`src/rtl/pll_lock_sequencer.sv`:
```
// pll_lock_sequencer
//
// Power-up and recovery sequencer for the main clock PLL. It runs on the PLL
// reference clock. It holds the PLL in reset for a fixed time and then waits
// for a stable, synchronized lock. After that it releases the downstream
// domain resets one after another. A timeout retries the PLL reset a bounded
// number of times. Loss of lock after release re-runs the whole sequence.
//
// Ports:
//   refclk        in   reference clock, the only clock in the block
//   rst_n         in   synchronous active-low reset
//   pll_locked_i  in   PLL locked flag, asynchronous to refclk
//   relock_req_i  in   level request to restart the sequence from HOLD_RST
//   pll_rst_o     out  PLL reset, active-high
//   sys_rst_n_o   out  per-domain resets, active-low, released in index order
//   ready_o       out  all domains released and lock held
//   fail_o        out  retries exhausted
//   lock_lost_o   out  one-cycle pulse when lock drops after release
//   retry_count_o out  retries consumed in the current sequence
//   state_dbg_o   out  current FSM state encoding, for observation only
module pll_lock_sequencer #(
  parameter int RESET_CYCLES        = 500,
  parameter int LOCK_STABLE_CYCLES  = 5000,
  parameter int LOCK_TIMEOUT_CYCLES = 50000,
  parameter int MAX_RETRIES         = 3,
  parameter int N_DOMAINS           = 4,
  parameter int DOMAIN_STAGGER      = 16
) (
  input  logic                 refclk,
  input  logic                 rst_n,
  input  logic                 pll_locked_i,
  input  logic                 relock_req_i,
  output logic                 pll_rst_o,
  output logic [N_DOMAINS-1:0] sys_rst_n_o,
  output logic                 ready_o,
  output logic                 fail_o,
  output logic                 lock_lost_o,
  output logic [7:0]           retry_count_o,
  output logic [2:0]           state_dbg_o
);

  typedef enum logic [2:0] {
    S_HOLD_RST  = 3'd0,
    S_WAIT_LOCK = 3'd1,
    S_STABLE    = 3'd2,
    S_RELEASE   = 3'd3,
    S_RUN       = 3'd4,
    S_FAIL      = 3'd5
  } state_t;

  // The phase counter is shared by HOLD_RST, STABLE and RELEASE. It has to
  // hold the largest terminal value of those three phases.
  localparam int REL_LAST = (N_DOMAINS - 1) * DOMAIN_STAGGER;
  localparam int M1       = (RESET_CYCLES > LOCK_STABLE_CYCLES) ? RESET_CYCLES : LOCK_STABLE_CYCLES;
  localparam int CNT_MAX  = (M1 > REL_LAST) ? M1 : REL_LAST;
  localparam int CW       = $clog2(CNT_MAX + 1);
  localparam int TW       = $clog2(LOCK_TIMEOUT_CYCLES + 1);

  state_t          state, state_n;
  logic [CW-1:0]   cnt, cnt_n;
  logic [TW-1:0]   tmo, tmo_n;
  logic [7:0]      retry_n;
  logic            lost_n;
  logic            sync1, locked_s;

  // Two-flop synchronizer. Every decision below uses locked_s only.
  always_ff @(posedge refclk) begin
    if (!rst_n) begin
      sync1    <= 1'b0;
      locked_s <= 1'b0;
    end else begin
      sync1    <= pll_locked_i;
      locked_s <= sync1;
    end
  end

  always_ff @(posedge refclk) begin
    if (!rst_n) begin
      state         <= S_HOLD_RST;
      cnt           <= '0;
      tmo           <= '0;
      retry_count_o <= 8'd0;
      lock_lost_o   <= 1'b0;
    end else begin
      state         <= state_n;
      cnt           <= cnt_n;
      tmo           <= tmo_n;
      retry_count_o <= retry_n;
      lock_lost_o   <= lost_n;
    end
  end

  always_comb begin
    state_n = state;
    cnt_n   = cnt;
    tmo_n   = tmo;
    retry_n = retry_count_o;
    lost_n  = 1'b0;

    case (state)
      S_HOLD_RST: begin
        cnt_n = cnt + 1'b1;
        if (cnt == CW'(RESET_CYCLES - 1)) state_n = S_WAIT_LOCK;
      end
      S_WAIT_LOCK, S_STABLE: begin
        tmo_n = tmo + 1'b1;
        if (state == S_STABLE) cnt_n = cnt + 1'b1;
        // A timeout wins over stable-count completion and over a lock drop.
        if (tmo == TW'(LOCK_TIMEOUT_CYCLES - 1)) begin
          if (retry_count_o == 8'(MAX_RETRIES)) begin
            state_n = S_FAIL;
          end else begin
            retry_n = retry_count_o + 8'd1;
            state_n = S_HOLD_RST;
          end
        end else if (state == S_WAIT_LOCK) begin
          if (locked_s) state_n = S_STABLE;
        end else if (!locked_s) begin
          state_n = S_WAIT_LOCK;
        end else if (cnt == CW'(LOCK_STABLE_CYCLES - 1)) begin
          state_n = S_RELEASE;
        end
      end
      S_RELEASE, S_RUN: begin
        if (state == S_RELEASE) cnt_n = cnt + 1'b1;
        if (!locked_s) begin
          // A lock loss is not a timeout, so the retry budget starts afresh.
          state_n = S_HOLD_RST;
          retry_n = 8'd0;
          lost_n  = 1'b1;
        end else if (state == S_RELEASE && cnt == CW'(REL_LAST)) begin
          state_n = S_RUN;
        end
      end
      S_FAIL: begin
      end
      default: state_n = S_HOLD_RST;
    endcase

    if (relock_req_i) begin
      state_n = S_HOLD_RST;
      retry_n = 8'd0;
      lost_n  = 1'b0;
    end

    // The phase counter restarts on every state entry. A held relock request
    // also restarts it, because it re-enters HOLD_RST every cycle.
    if (state_n != state || relock_req_i) cnt_n = '0;
    if (state == S_HOLD_RST && state_n != S_HOLD_RST) tmo_n = '0;
  end

  always_comb begin
    pll_rst_o   = (state == S_HOLD_RST) || (state == S_FAIL);
    ready_o     = (state == S_RUN);
    fail_o      = (state == S_FAIL);
    state_dbg_o = state;
    sys_rst_n_o = '0;
    for (int i = 0; i < N_DOMAINS; i++) begin
      sys_rst_n_o[i] = (state == S_RUN) ||
                       ((state == S_RELEASE) && (cnt >= CW'(i * DOMAIN_STAGGER)));
    end
  end

endmodule

```
`config.mk`:
```
export PLATFORM = sky130hd
export DESIGN_NAME = pll_lock_sequencer
export DESIGN_NICKNAME = d
export VERILOG_FILES = /design/src/rtl/pll_lock_sequencer.sv
export SDC_FILE = /design/constraint.sdc
export NUM_CORES = 1
export LEC_CHECK = 0
export CAP_MARGIN = 20
export CORE_MARGIN = 5
export CORE_UTILIZATION = 35
export DETAILED_ROUTE_END_ITERATION = 8
export GPL_TIMING_DRIVEN = 0
export SLEW_MARGIN = 40
export SYNTH_ARGS = -nofsm -noshare
export SYNTH_HDL_FRONTEND = slang
export SYNTH_SLANG_ARGS = --single-unit
```
`constraint.sdc`:
```
create_clock -name refclk -period 2.4 [get_ports refclk]
set_input_delay 0.24 -clock refclk [delete_from_list [all_inputs] [get_ports refclk]]
set_output_delay 0.24 -clock refclk [all_outputs]
set_load 0.02 [all_outputs]
```
# Word level (Yosys, flattened, before mapping)
# Index checks and enable logic that the tools add are counted.
# word_totals
ramBits	0
regBits	43
out_inout_bits	19
memories	0
latchBits	0
romBits	0
wordCells	75
# op_classes
addsub	3
n_lt_le_gt_ge	4
shift	0
reduce_logical	24
bitwise	2
muxes	19
eq_ne	16
mul	0
div	0
# op_table
op	n
one-hot mux 13 bit (3 select lines)	1
two-way mux 3 bit	10
greater-or-equal comparator 13 x 6 -> 1 bit, second input constant	2
two-way mux 13 bit	2
two-way mux 8 bit	3
adder 16 x 1 -> 16 bit, second input constant	1
equality test 16 bit, second input constant	1
one-hot mux 8 bit (2 select lines)	1
adder 13 x 1 -> 13 bit, second input constant	1
equality test 13 bit, second input constant	1
equality test 13 x 6 -> 1 bit, second input constant	1
equality test 13 x 9 -> 1 bit, second input constant	1
greater-or-equal comparator 13 x 1 -> 1 bit, second input constant	1
greater-or-equal comparator 13 x 5 -> 1 bit, second input constant	1
one-hot mux 3 bit (4 select lines)	1
!= test 2 bit, second input constant	5
OR reduction 2 bit	5
adder 8 x 1 -> 8 bit, second input constant	1
equality test 8 x 2 -> 1 bit, second input constant	1
equality test 3 x 2 -> 1 bit, second input constant	2
equality test 3 bit, second input constant	2
logical AND 1 bit	6
logical OR 1 bit	6
nonzero test 3 bit	2
9 further kinds	10

# Longest topological paths before layout
# Gate-level depths: netlist of run 1.
# logic_depth
word_depth	10
depth_mapped	8

# Least setup slack after synthesis of run 1
# No wires, ideal clock.
# synth_path
kind	register to register
start	register retry_count_o[0]
end	register tmo[13]
path_stages_with_launch	9
path_buffers	1
setup_ns	0.115
path_slack_ns	-0.018
arrival_time_ns	2.303
t_required_ns	2.285
path_cell_list	dfxtp_1 -> ha_1 -> or4b_4 -> nor4_4 -> nand2b_1 -> a21o_1 -> a41oi_2 -> buf_4 -> nor2_1
# synth_between
elab_chain_cells	8
# synth_rtl
item	line	source
start, declared	38	output logic [7:0] retry_count_o,
start signal, assigned	88	retry_count_o <= retry_n;
equality test 8 x 2 -> 1 bit	110	if (retry_count_o == 8'(MAX_RETRIES)) begin
two-way mux 3 bit	110	
two-way mux 3 bit	109	if (tmo == TW'(LOCK_TIMEOUT_CYCLES - 1)) begin
one-hot mux 3 bit (4 select lines)	100	case (state)
two-way mux 3 bit	140	if (relock_req_i) begin
nonzero test 3 bit	149	if (state == S_HOLD_RST && state_n != S_HOLD_RST) tmo_n = '0;
logical AND 1 bit	149	
OR reduction 2 bit (no source line)	--	
end signal, assigned	87	tmo <= tmo_n;
end, declared	61	logic [TW-1:0] tmo, tmo_n;
# No other way between the ends.
# A chain may end at the register's enable or synchronous reset.

# Worst setup path after layout of run 1
# layout_path
start	register cnt[4]
end	register cnt[10]
# layout_between
elab_chain_cells	10
word_cells_on_any_way	20
cone_classes	1 x add/sub; 4 x eq/ne; 12 x mux; 3 x reduce/logical
# layout_rtl
item	line	source
start, declared	60	logic [CW-1:0] cnt, cnt_n;
start signal, assigned	86	cnt <= cnt_n;
equality test 13 bit	120	end else if (cnt == CW'(LOCK_STABLE_CYCLES - 1)) begin
two-way mux 3 bit	120	
two-way mux 3 bit	118	end else if (!locked_s) begin
two-way mux 3 bit	116	end else if (state == S_WAIT_LOCK) begin
two-way mux 3 bit	109	
one-hot mux 3 bit (4 select lines)	100	
two-way mux 3 bit	140	
!= test 3 bit	148	if (state_n != state || relock_req_i) cnt_n = '0;
logical OR 1 bit	148	
OR reduction 2 bit (no source line)	--	
# Several ways; a longest one is shown, not always the timed one. The select of a mux whose other input is x is not followed.

==> parameters.txt, run 1 <==
Parameter                              Value

Synthesis
  Fraction of registers with async set or reset after synthesis ... 0%
  Complex-gate fraction of the synthesized area ... 15.6%
  Area share of the largest cell type after synthesis ... 34.9%
  Share of synthesized cell area in and, or, nand and nor gates ... 30.7%
  Dominant combinational cell family by area after synthesis ... simple AND/OR/NAND/NOR gates
  Cell type with the highest aggregate area in the netlist ... sky130_fd_sc_hd__dfxtp_1
  Post-synthesis instance area ... 0.00246 mm^2
  Top post-synthesis cells by area ... sky130_fd_sc_hd__dfxtp_1 (35%), sky130_fd_sc_hd__xor2_1 (8.2%), sky130_fd_sc_hd__a2111oi_2 (5.5%)
  Fraction of the mapped netlist area in adder cells ... 2.03%
  Xor/xnor share of the synthesized area ... 12.8%
  Post-Synthesis Net Count ... 284
  Synth Flop Type ... sky130_fd_sc_hd__dfxtp_1
  EDFF count, synth ... 0
  Synthesis Warnings ... 0
  Multiplexer share of the synthesized area ... 0.406%
  Part of the Yosys area used for sequential elements ... 34.9%
  Instance count of the mapped netlist ... 276
  Average cell area after synthesis ... 8.93 um^2
  Count of cell types in the netlist ... 57
  #FFs+latches synth ... 43

Placement
  Detailed placer's ending HPWL ... 4030 um
  Buffers on Ports ... 22
  Post-DP Area ... 0.00281 mm^2
  RePlAce Congestion ... 0.835

STA
  Maximum operating frequency ... 0.436 GHz
  Number of setup violations in the final report ... 0
  Final worst clock skew ... 0.00872 ns
  Post-route minimum period ... 2.29 ns
  Period Utilization, post-route ... 95.5%
  Worst-Margin Slew ... 0.588 ns
  Setup TNS ... 0 ns
  Number of pins with negative max-slew slack in the final report ... 0
  Count of final hold-check violations ... 0
  Headroom to the max-slew limit ... 60.7%

Clocking
  # H-tree levels ... 2
  Worst-case clock buffer depth ... 2
  CTS clk-pin slew, worst paths ... 0.09 ns
  Clock latency on the worst-skew pair ... 0.31 ns
  CTS tree ... yes
  Master cell of the clock root buffer ... sky130_fd_sc_hd__clkbuf_8
  TritonCTS buffer count ... 5
  Clk sink count ... 43
  CTS Hold Buffers Added ... 0

Run
  Max-cap violations ... 0

Worst setup path
  Slowest cell delay on critical path ... 0.42 ns
  Signal arrival time at the worst endpoint ... 2.50 ns
  Critical-path maximum fanout ... 10
  Setup slack of the worst register-to-register path ... 0.11 ns
  Reg-to-reg critical path startpoint ... cnt[4]$_SDFFE_PP0P_
  Required time of the worst setup path ... 2.61 ns
  Worst setup path startpoint ... cnt[4]$_SDFFE_PP0P_
  Worst path most repeated cell ... sky130_fd_sc_hd__or3_4
  Worst R2R End ... cnt[10]$_SDFFE_PP0P_
  Buffers plus inverters on the worst setup path ... 1
  Highest-delay cell along the critical path ... sky130_fd_sc_hd__dfxtp_2
  Startpoint kind of the worst setup timing path ... register
  Critical Path End ... cnt[10]$_SDFFE_PP0P_
  Crit path max-delay family ... simple AND/OR/NAND/NOR gates
  List of cells traversed by the critical path ... nor4bb_4, and4_4, or3_4, o211ai_2, or3_4, buf_8, a2111oi_2
  Worst R2R Path Depth ... 7
  Stages on the worst setup path ... 7
  Setup Crit Path Kind ... register to register
  Critical Path Sink Type ... register

Layout
  Commonest non-fill, non-tap cell in the layout ... sky130_fd_sc_hd__dfxtp_1
  Most frequent cells in the layout ... sky130_fd_sc_hd__dfxtp_1 (39), sky130_fd_sc_hd__nor2_1 (34), sky130_fd_sc_hd__nand2_1 (25)
  Share of final-layout standard cells stronger than drive strength 1 ... 23.1%
  Final-layout fill cell count ... 677
  Total Nets Final ... 327
  Area growth from synthesis to layout ... 31.2%
  Area of all placed cells without fillers ... 0.00323 mm^2
  Diodes inserted ... 0

Route
  Count of vias placed by the detailed router ... 2,119
  Detailed router's first-iteration violation count ... 99
  Number of remaining DRC errors ... 0
  Post-DR vias/cell ... 5.09
  Router iterations before antenna repair ... 4
  Final routed wire length divided by cell count ... 14.1 um
  DRT Wirelength ... 5850 um
  Antenna-violating nets left ... 0

Die
  Die extent in y ... 93.9 um
  Area of the die ... 0.00882 mm^2
  Core Box Area ... 0.00683 mm^2
  Effective utilization at floorplan ... 36.1%
  # rows ... 30
  Horizontal die dimension ... 93.9 um
  Top-level I/O count ... 23

Power
  Power Density ... 427 mW/mm^2
  Leakage power total ... 0.00108 uW
  Worst-case vdd ir drop ... 350 uV

Status
  Run status ... finished clean

Global route
  Met3 usage in global routing ... 3.37%
  Global-route congestion overflow total ... 0
  Number of global-route vias before repair ... 2,039
  GR peak layer ... met2
  First-pass GRT wire length ... 9830 um
  Pin count of the biggest net entering global routing ... 15
  M1 GR Usage ... 17.3%
  Number of antenna violations at the first check in global routing ... 0
  Met2 demand-to-capacity share in global routing ... 23.0%
  Global-route total usage across every layer ... 13.8%

Min path
  Type of the most critical hold path ... register to register
logic make-up after synthesis:
logic type | Yosys count
simple gates | 133
xor+xnor | 36
compound gates | 41
fa+ha+maj | 4
mux | 1
flops | 43
buf+inv | 18
worst reg2reg max path, cell delays in order (launching register included):
cell and delay [ns]:
sky130_fd_sc_hd__dfxtp_2 0.42, sky130_fd_sc_hd__nor4bb_4 0.33, sky130_fd_sc_hd__and4_4 0.27, sky130_fd_sc_hd__or3_4 0.14, sky130_fd_sc_hd__o211ai_2 0.09, sky130_fd_sc_hd__or3_4 0.42, sky130_fd_sc_hd__buf_8 0.18, sky130_fd_sc_hd__a2111oi_2 0.35
metal layers:
metal / wire length, um / vias to the layer above
met1: 2670 / 1003
li1: - / 1078
met5: 0 / -
met4: 79 / 0
met3: 224 / 9
met2: 2880 / 29
power breakdown:
part / internal, uW / total (uW) / switching (uW)
combinational: 20.8 / 47.2 / 26.4
clock: 343 / 616 / 273
sequential: 715 / 718 / 3.25
worst min-delay path by stage:
stage | start | end | slack, ns | cells after the start
floorplan | rst_n | locked_s$_SDFF_PN0_ | 0.36 | 1
global placement | sync1$_SDFF_PN0_ | locked_s$_SDFF_PN0_ | 0.41 | 1
detailed placement | sync1$_SDFF_PN0_ | locked_s$_SDFF_PN0_ | 0.42 | 1
CTS | sync1$_SDFF_PN0_ | locked_s$_SDFF_PN0_ | 0.45 | 1
global route | sync1$_SDFF_PN0_ | locked_s$_SDFF_PN0_ | 0.48 | 1
finish | sync1$_SDFF_PN0_ | locked_s$_SDFF_PN0_ | 0.44 | 1
what timing repair did:
action                                  in CTS  in global routing
gates cloned                                 1                  0
gates resized for setup                     19                 17
endpoints found under the hold margin        0                  0
pin swaps                                    7                  6
endpoints found under the setup margin      24                 24
buffers inserted                             7                  7
cell usage after synthesis (2+ instances only):
cell,n
sky130_fd_sc_hd__buf_2,6
sky130_fd_sc_hd__nor2_1,34
sky130_fd_sc_hd__a21oi_1,9
sky130_fd_sc_hd__and2_1,8
sky130_fd_sc_hd__a21boi_0,2
sky130_fd_sc_hd__nor4_1,5
sky130_fd_sc_hd__nand3_1,10
sky130_fd_sc_hd__or3_4,2
sky130_fd_sc_hd__o21ai_0,3
sky130_fd_sc_hd__xor2_1,23
sky130_fd_sc_hd__a2111oi_1,3
sky130_fd_sc_hd__a2111oi_2,9
sky130_fd_sc_hd__or3_1,2
sky130_fd_sc_hd__nand4_1,10
sky130_fd_sc_hd__xnor2_1,13
sky130_fd_sc_hd__inv_1,6
sky130_fd_sc_hd__nor3b_1,3
sky130_fd_sc_hd__dfxtp_1,43
sky130_fd_sc_hd__and3_1,5
sky130_fd_sc_hd__clkbuf_1,3
sky130_fd_sc_hd__nand2_1,25
sky130_fd_sc_hd__nand2b_1,4
sky130_fd_sc_hd__and4_1,3
sky130_fd_sc_hd__ha_1,4
sky130_fd_sc_hd__nor2b_1,3
sky130_fd_sc_hd__nor3_1,6
sky130_fd_sc_hd__nor4b_2,2
area by class of cell:
class	count	area, um^2	share of cell area [%]
buffer	11	80.1	2.48
inverter	6	22.5	0.697
timing repair buffer	37	329	10.2
clock buffer	6	82.6	2.55
clock inverter	2	38.8	1.20
tap	96	120	3.72
multi-input combinational	215	1690	52.3
sequential	43	868	26.9
sequential cells by signal, indices dropped and copies added, names as in the netlist:
| register | flops |
|---|---|
| tmo | 16 |
| cnt | 13 |
| retry_count_o | 8 |
| state_dbg_o | 3 |
| lock_lost_o | 1 |
| locked_s | 1 |
| sync1 | 1 |
stage by stage:
step	worst slack, ns	power (uW)	util, %	hold WS, ns	std cells
final	0.107	1380	47.3	0.441	416
after global placement	-0.0816	774	41.1	0.414	394
after CTS	-0.0804	1390	44.9	0.445	409
after detailed placement	-0.140	774	41.1	0.423	394
after floorplan	0.00487	759	-	0.362	276
after global routing	-0.0222	1440	47.3	0.480	416
Power figures use the tool's default switching activity.
==> inputs of run 2 (changes only) <==
--- a/config.mk
+++ b/config.mk
@@ -6,8 +6,8 @@
 export NUM_CORES = 1
 export LEC_CHECK = 0
 export CAP_MARGIN = 20
-export CORE_MARGIN = 5
-export CORE_UTILIZATION = 35
+export CORE_UTILIZATION = 40
+export CTS_CLUSTER_DIAMETER = 200
 export DETAILED_ROUTE_END_ITERATION = 8
 export GPL_TIMING_DRIVEN = 0
 export SLEW_MARGIN = 40
==> parameters.txt, run 2 (synthesized netlist as in run 1, its figures left out) <==
Parameter                              Value

Status
  Run status ... finished clean

Layout
  Final-layout fill cell count ... 542 (-20%)
  Register containing the most flip-flops in the final layout ... tmo
  Flip-flop count of the largest register, all copies and words added ... 16 (unchanged)
  Commonest non-fill, non-tap cell in the layout ... sky130_fd_sc_hd__dfxtp_1
  Number of non-filler instances in the completed layout ... 388 (-6.7%)
  Diodes inserted ... 0 (unchanged)
  Most frequent cells in the layout ... sky130_fd_sc_hd__dfxtp_1 (40), sky130_fd_sc_hd__nor2_1 (34), sky130_fd_sc_hd__nand2_1 (25)
  Utilization of the core after routing ... 52.3% (+5.0 points)
  Total Nets Final ... 320 (-2.1%)
  Biggest registers after layout ... tmo x16, cnt x13, retry_count_o x8
  Area growth from synthesis to layout ... 25.6%
  Area of all placed cells without fillers ... 0.00310 mm^2 (-4.3%)
  Share of final-layout standard cells stronger than drive strength 1 ... 18.8% (-4.3 points)

Power
  Worst-case vdd ir drop ... 316 uV (-9.9%)
  Part of the total power dissipated in the clock network ... 43.5% (-1.1 points)
  Net switching power ... 275 uW (-9.2%)
  Seq pwr share ... 53.4% (+1.4 points)
  Combinational fraction of design power ... 3.1% (-0.3 points)
  Leakage power total ... 0.00104 uW (-3.7%)
  Internal power consumption ... 1070 uW (-0.99%)
  Overall Power ... 1340 uW (-2.8%)
  Power Density ... 434 mW/mm^2 (+1.5%)
  Proportion of total power due to net switching ... 20.5% (-1.4 points)

STA
  Final worst clock skew ... 0.00538 ns (-0.00334 ns)
  Worst-Margin Slew ... 0.639 ns (+0.0507 ns)
  RSZ-0062 raised after global routing ... yes
  Post-route minimum period ... 2.32 ns (+0.0231 ns)
  Maximum operating frequency ... 0.432 GHz (-1.0%)
  Number of setup violations in the final report ... 0 (unchanged)
  Period Utilization, post-route ... 96.5% (+0.96 points)
  Count of final hold-check violations ... 0 (unchanged)
  Headroom to the max-slew limit ... 57.3% (-3.4 points)
  Number of pins with negative max-slew slack in the final report ... 0 (unchanged)

Placement
  Buffers on Ports ... 22 (unchanged)
  Detailed placer's ending HPWL ... 3720 um (-7.9%)
  DP Cell Count ... 373 (-5.3%)
  Post-DP Area ... 0.00278 mm^2 (-0.94%)
  RePlAce Congestion ... 0.827 (-0.87%)

Worst setup path
  List of cells traversed by the critical path ... ha_4, or4b_4, nor4_4, buf_4, nor2_4, a211oi_4, o21ai_2, buf_6, a2111oi_4
  Critical Path Sink Type ... register
  Startpoint kind of the worst setup timing path ... register
  Slowest cell delay on critical path ... 0.46 ns (+0.04 ns)
  Highest-delay cell along the critical path ... sky130_fd_sc_hd__or4b_4
  Critical-path maximum fanout ... 5 (-5)
  Setup Crit Path Kind ... register to register
  Signal arrival time at the worst endpoint ... 2.52 ns (+0.02 ns)
  Required time of the worst setup path ... 2.60 ns (about the same)

Die
  # rows ... 28 (-6.7%)
  Core Box Area ... 0.00592 mm^2 (-13%)
  Horizontal die dimension ... 80.5 um (-14%)
  Top-level I/O count ... 23 (unchanged)
  Area of the die ... 0.00648 mm^2 (-27%)
  Effective utilization at floorplan ... 41.6% (+5.5 points)
  Die extent in y ... 80.5 um (-14%)

Clocking
  CTS clk-pin slew, worst paths ... 0.08 ns (about the same)
  Master cell of the clock root buffer ... sky130_fd_sc_hd__clkbuf_8
  CTS tree ... yes
  TritonCTS buffer count ... 5 (unchanged)
  Clock latency on the worst-skew pair ... 0.30 ns (about the same)
  Clk sink count ... 43 (unchanged)
  # H-tree levels ... 2 (unchanged)
  Worst-case clock buffer depth ... 2 (unchanged)

Route
  Router iterations before antenna repair ... 4 (unchanged)
  Count of vias placed by the detailed router ... 2,078 (-1.9%)
  Detailed router's first-iteration violation count ... 73 (-26%)
  Antenna-violating nets left ... 0 (unchanged)
  Final routed wire length divided by cell count ... 13.7 um (-2.9%)
  Number of remaining DRC errors ... 0 (unchanged)
  Post-DR vias/cell ... 5.36 (+5.1%)
  DRT Wirelength ... 5300 um (-9.4%)

Global route
  Number of global-route vias before repair ... 1,814 (-11%)
  First-pass GRT wire length ... 8400 um (-15%)
  Pin count of the biggest net entering global routing ... 14 (-1)
  Number of antenna violations at the first check in global routing ... 0 (unchanged)
  Global-route total usage across every layer ... 16.6% (+2.8 points)
  Global-route congestion overflow total ... 0 (unchanged)

Min path
  Type of the most critical hold path ... register to register

Run
  Max-cap violations ... 0 (unchanged)
[run 2: changes by cell type in the layout (fill, tap and decap cells not counted), sizes merged]
| cell | previous run | this run |
|---|---|---|
| clkinv | 0 | 1 |
| buf | 22 | 16 |
| clkbuf | 10 | 9 |
| inv | 7 | 6 |
[run 2: layer usage]
metal  GRT usage (%)  part of all wire [%]  vias to the layer above
li1                -                     -                     1065
met1            22.1                    49                      974
met2            26.4                    47                       32
met3            3.41                   2.8                        7
met4            5.71                   1.4                        0
met5               0                     0                        -
[run 2: cell type report]
class	instances	area (um^2)	share of cell area, %
well taps	75	93.8	3.03
inverters	6	22.5	0.728
plain buffers	11	72.6	2.34
multi-input cells	215	1640	53.0
clock inverters	2	35.0	1.13
repair buffers	30	280	9.05
flip-flops and latches	43	870	28.1
clock buffers	6	82.6	2.67
[run 2: per-stage QoR]
stage / hold slack (ns) / TNS [ns] / setup slack (ns)
2_1_floorplan: 0.362 / 0 / 0.00487
3_3_place_gp: 0.418 / -1.68 / -0.120
3_5_place_dp: 0.420 / -1.75 / -0.121
4_1_cts: 0.444 / 0 / 0.00391
5_1_grt: 0.461 / -0.114 / -0.0453
6_report: 0.442 / 0 / 0.0841
[run 2: final timing paths]
| check | startpoint | end | slack, ns | depth (start not counted) |
|---|---|---|---|---|
| setup / recovery | retry_count_o[1]$_SDFFE_PP0P_ | cnt[10]$_SDFFE_PP0P_ | 0.08 | 9 |
| hold / removal | sync1$_SDFF_PN0_ | locked_s$_SDFF_PN0_ | 0.44 | 1 |
| setup reg to reg | retry_count_o[1]$_SDFFE_PP0P_ | cnt[10]$_SDFFE_PP0P_ | 0.08 | 9 |
| hold reg to reg | sync1$_SDFF_PN0_ | locked_s$_SDFF_PN0_ | 0.44 | 1 |
[run 2: power by group through the flow]
stage | clock, uW | sequential [uW] | combinational (uW)
6_report | 584 | 717 | 42.1
3_3_place_gp | 0 | 736 | 38.3
5_1_grt | 636 | 717 | 46.4
4_1_cts | 600 | 719 | 41.5
2_1_floorplan | 0 | 735 | 24.3
3_5_place_dp | 0 | 736 | 38.4
[run 2: what timing repair did]
action	CTS	global route
pin swaps	0	4
buffers inserted	2	5
hold buffers	0	0
setup endpoints to repair	24	16
gates resized for setup	8	21
gates cloned	0	1
[run 2: worst max-delay path: cells and delay by family (launching register included)]
| kind | cells | cell delay (ns) |
|---|---|---|
| AO/OA/AOI/OAI | 3 | 0.70 |
| adder cells (fa/ha/maj) | 1 | 0.14 |
| buffers and inverters | 2 | 0.36 |
| flip-flops | 1 | 0.37 |
| AND/OR/NAND/NOR | 3 | 0.65 |
==> inputs of run 3 (changes only) <==
--- a/config.mk
+++ b/config.mk
@@ -10,7 +10,7 @@
 export CTS_CLUSTER_DIAMETER = 200
 export DETAILED_ROUTE_END_ITERATION = 8
 export GPL_TIMING_DRIVEN = 0
-export SLEW_MARGIN = 40
+export SLEW_MARGIN = 30
 export SYNTH_ARGS = -nofsm -noshare
 export SYNTH_HDL_FRONTEND = slang
 export SYNTH_SLANG_ARGS = --single-unit
==> constraint.sdc (replaced) <==
create_clock -name refclk -period 2.4 [get_ports refclk]
set_input_delay 0.24 -clock refclk [delete_from_list [all_inputs] [get_ports refclk]]
set_output_delay 0.24 -clock refclk [all_outputs]
set_load 0.005 [all_outputs]
==> parameters.txt, run 3 (synthesized netlist as in run 1, its figures left out) <==
Parameter                              Value

Placement
  Buffers on Ports ... 22 (unchanged)
  Post-DP Area ... 0.00278 mm^2 (about the same)
  Worst setup slack before clock tree synthesis ... -0.195 ns (-0.0742 ns)
  Detailed placer's ending HPWL ... 3830 um (+3.0%)
  RePlAce Congestion ... 0.829 (+0.23%)

STA
  Worst-Margin Slew ... 0.611 ns (-0.0282 ns)
  Final worst clock skew ... 0.0100 ns (+0.00465 ns)
  Number of pins with negative max-slew slack in the final report ... 0 (unchanged)
  Post-route minimum period ... 2.36 ns (+0.0434 ns)
  Minimum setup slack in the final design ... 0.0407 ns (-0.0434 ns)
  Period Utilization, post-route ... 98.3% (+1.8 points)
  Setup TNS ... 0 ns (unchanged)
  RSZ-0062 raised after global routing ... yes
  Number of setup violations in the final report ... 0 (unchanged)
  Maximum operating frequency ... 0.424 GHz (-1.8%)
  Count of final hold-check violations ... 0 (unchanged)
  Headroom to the max-slew limit ... 59.2% (+1.9 points)

Clocking
  Worst-case clock buffer depth ... 2 (unchanged)
  Clock latency on the worst-skew pair ... 0.30 ns (about the same)
  CTS tree ... yes
  TritonCTS buffer count ... 5 (unchanged)
  CTS clk-pin slew, worst paths ... 0.08 ns (about the same)
  Master cell of the clock root buffer ... sky130_fd_sc_hd__clkbuf_8
  # H-tree levels ... 2 (unchanged)
  Clk sink count ... 43 (unchanged)
  CTS Hold Buffers Added ... 0 (unchanged)

Status
  Run status ... finished clean

Route
  Amount of wire on met3 after detailed routing ... 118 um (-20%)
  Antenna-violating nets left ... 0 (unchanged)
  Number of remaining DRC errors ... 0 (unchanged)
  Wire length the detailed router placed on met1 ... 2670 um (+2.7%)
  WL met2 ... 2760 um (+11%)
  Router iterations before antenna repair ... 4 (unchanged)
  Uppermost layer routed ... met4
  Count of vias placed by the detailed router ... 2,095 (+0.82%)
  Final routed wire length divided by cell count ... 14.4 um (+5.1%)
  Detailed router's first-iteration violation count ... 66 (-9.6%)
  Post-DR vias/cell ... 5.39 (+0.56%)
  DRT Wirelength ... 5590 um (+5.4%)

Worst setup path
  Critical-path maximum fanout ... 5 (unchanged)
  Required time of the worst setup path ... 2.59 ns (about the same)
  Slowest cell delay on critical path ... 0.47 ns (about the same)
  Startpoint kind of the worst setup timing path ... register
  Signal arrival time at the worst endpoint ... 2.55 ns (+0.03 ns)
  Highest-delay cell along the critical path ... sky130_fd_sc_hd__or4b_4
  Worst R2R Path Depth ... 9 (unchanged)
  List of cells traversed by the critical path ... ha_4, or4b_4, nor4_4, buf_4, nor2_4, a211oi_4, o21ai_4, buf_8, a2111oi_4
  Critical Path Sink Type ... register
  Setup Crit Path Kind ... register to register

Min path
  Type of the most critical hold path ... register to register
  Number of cells traversed by the worst hold path ... 1 (unchanged)

Die
  Horizontal die dimension ... 80.5 um (unchanged)
  Core Box Area ... 0.00592 mm^2 (unchanged)
  Effective utilization at floorplan ... 41.6% (unchanged)
  Area of the die ... 0.00648 mm^2 (unchanged)
  Die extent in y ... 80.5 um (unchanged)
  Top-level I/O count ... 23 (unchanged)
  # rows ... 28 (unchanged)

Layout
  Sequential cell area ... 871 um^2 (+0.14%)
  Area of combinational cells with multiple inputs ... 0.00170 mm^2 (+4.0%)
  Register containing the most flip-flops in the final layout ... tmo
  Most frequent cells in the layout ... sky130_fd_sc_hd__dfxtp_1 (39), sky130_fd_sc_hd__nor2_1 (34), sky130_fd_sc_hd__nand2_1 (25)
  Commonest non-fill, non-tap cell in the layout ... sky130_fd_sc_hd__dfxtp_1
  Area of all placed cells without fillers ... 0.00318 mm^2 (+2.6%)
  Total Nets Final ... 322 (+0.63%)
  Biggest registers after layout ... tmo x16, cnt x13, retry_count_o x8
  Utilization of the core after routing ... 53.7% (+1.4 points)
  Area growth from synthesis to layout ... 28.9%
  Diodes inserted ... 0 (unchanged)
  Share of final-layout standard cells stronger than drive strength 1 ... 20.4% (+1.5 points)
  Final-layout fill cell count ... 543 (+0.18%)
  Flip-flop count of the largest register, all copies and words added ... 16 (unchanged)

Global route
  Number of antenna violations at the first check in global routing ... 0 (unchanged)
  Pin count of the biggest net entering global routing ... 14 (unchanged)
  Global-route congestion overflow total ... 0 (unchanged)
  Global-route total usage across every layer ... 17.4% (+0.78 points)
  Number of global-route vias before repair ... 1,920 (+5.8%)
  First-pass GRT wire length ... 8820 um (+5.0%)

Power
  Part of the total power dissipated in the clock network ... 42.1% (-1.4 points)
  Combinational fraction of design power ... 3.5% (+0.4 points)
  Worst-case vdd ir drop ... 260 uV (-18%)
  Seq pwr share ... 54.4% (+1.0 points)
  Leakage power total ... 0.00103 uW (-0.40%)
  Power Density ... 414 mW/mm^2 (-4.5%)
  Net switching power ... 279 uW (+1.3%)
  Internal power consumption ... 1040 uW (-2.8%)
  Proportion of total power due to net switching ... 21.2% (+0.69 points)

Run
  Max-cap violations ... 0 (unchanged)
[run 3: cell types whose count changed in the layout (fill, tap and decap cells not counted), sizes merged]
cell | before | now
clkbuf | 9 | 7
dlygate4sd2 | 3 | 0
clkdlybuf4s50 | 19 | 22
clkinvlp | 0 | 1
buf | 16 | 19
clkinv | 1 | 0
[run 3: what timing repair did]
action / 4_1_cts / 5_1_grt
gates cloned: 1 / 0
setup endpoints to repair: 24 / 26
resized for setup: 19 / 21
setup buffers: 4 / 5
pin swaps: 3 / 5
[run 3: power groups by stage]
stage | registers, uW | clock network (uW) | logic, uW
global placement | 736 | 0 | 38.1
global route | 717 | 589 | 50.1
CTS | 717 | 571 | 43.7
floorplan | 735 | 0 | 24.3
detailed placement | 736 | 0 | 38.2
finish | 717 | 554 | 45.9
[run 3: per-layer routing]
layer  vias up  track usage [%]
met5         -                0
met4         0             5.18
met3         5             3.86
met2        23             30.0
met1      1005             21.4
li1       1062                -
[run 3: area by class of cell]
| type | count | area share (%) |
|---|---|---|
| Buffer | 11 | 2.52 |
| Clock buffer | 5 | 2.17 |
| Clock inverter | 2 | 1.18 |
| Inverter | 6 | 0.709 |
| Multi-Input combinational cell | 215 | 53.6 |
| Sequential cell | 43 | 27.4 |
| Tap cell | 75 | 2.95 |
| Timing Repair Buffer | 32 | 9.41 |
[run 3: through the flow]
step | instances | power, uW | hold slack, ns
final | 389 | 1320 | 0.446
after global routing | 389 | 1360 | 0.453
after CTS | 384 | 1330 | 0.446
after detailed placement | 373 | 774 | 0.425
after global placement | 373 | 774 | 0.415
after floorplan | 276 | 759 | 0.362
[run 3: worst paths after layout]
check / start / to / slack, ns
min reg2reg: sync1$_SDFF_PN0_ / locked_s$_SDFF_PN0_ / 0.45
min: sync1$_SDFF_PN0_ / locked_s$_SDFF_PN0_ / 0.45
max reg2reg: retry_count_o[0]$_SDFFE_PP0P_ / cnt[6]$_SDFFE_PP0P_ / 0.04
max: retry_count_o[0]$_SDFFE_PP0P_ / cnt[6]$_SDFFE_PP0P_ / 0.04
[run 3: worst max-delay path, delay by kind of cell (launching register included)]
family	cells	cell delay, ns
adder cells (fa/ha/maj)	1	0.14
AO/OA/AOI/OAI	3	0.73
flip-flops	1	0.38
buffers and inverters	2	0.35
AND/OR/NAND/NOR	3	0.65
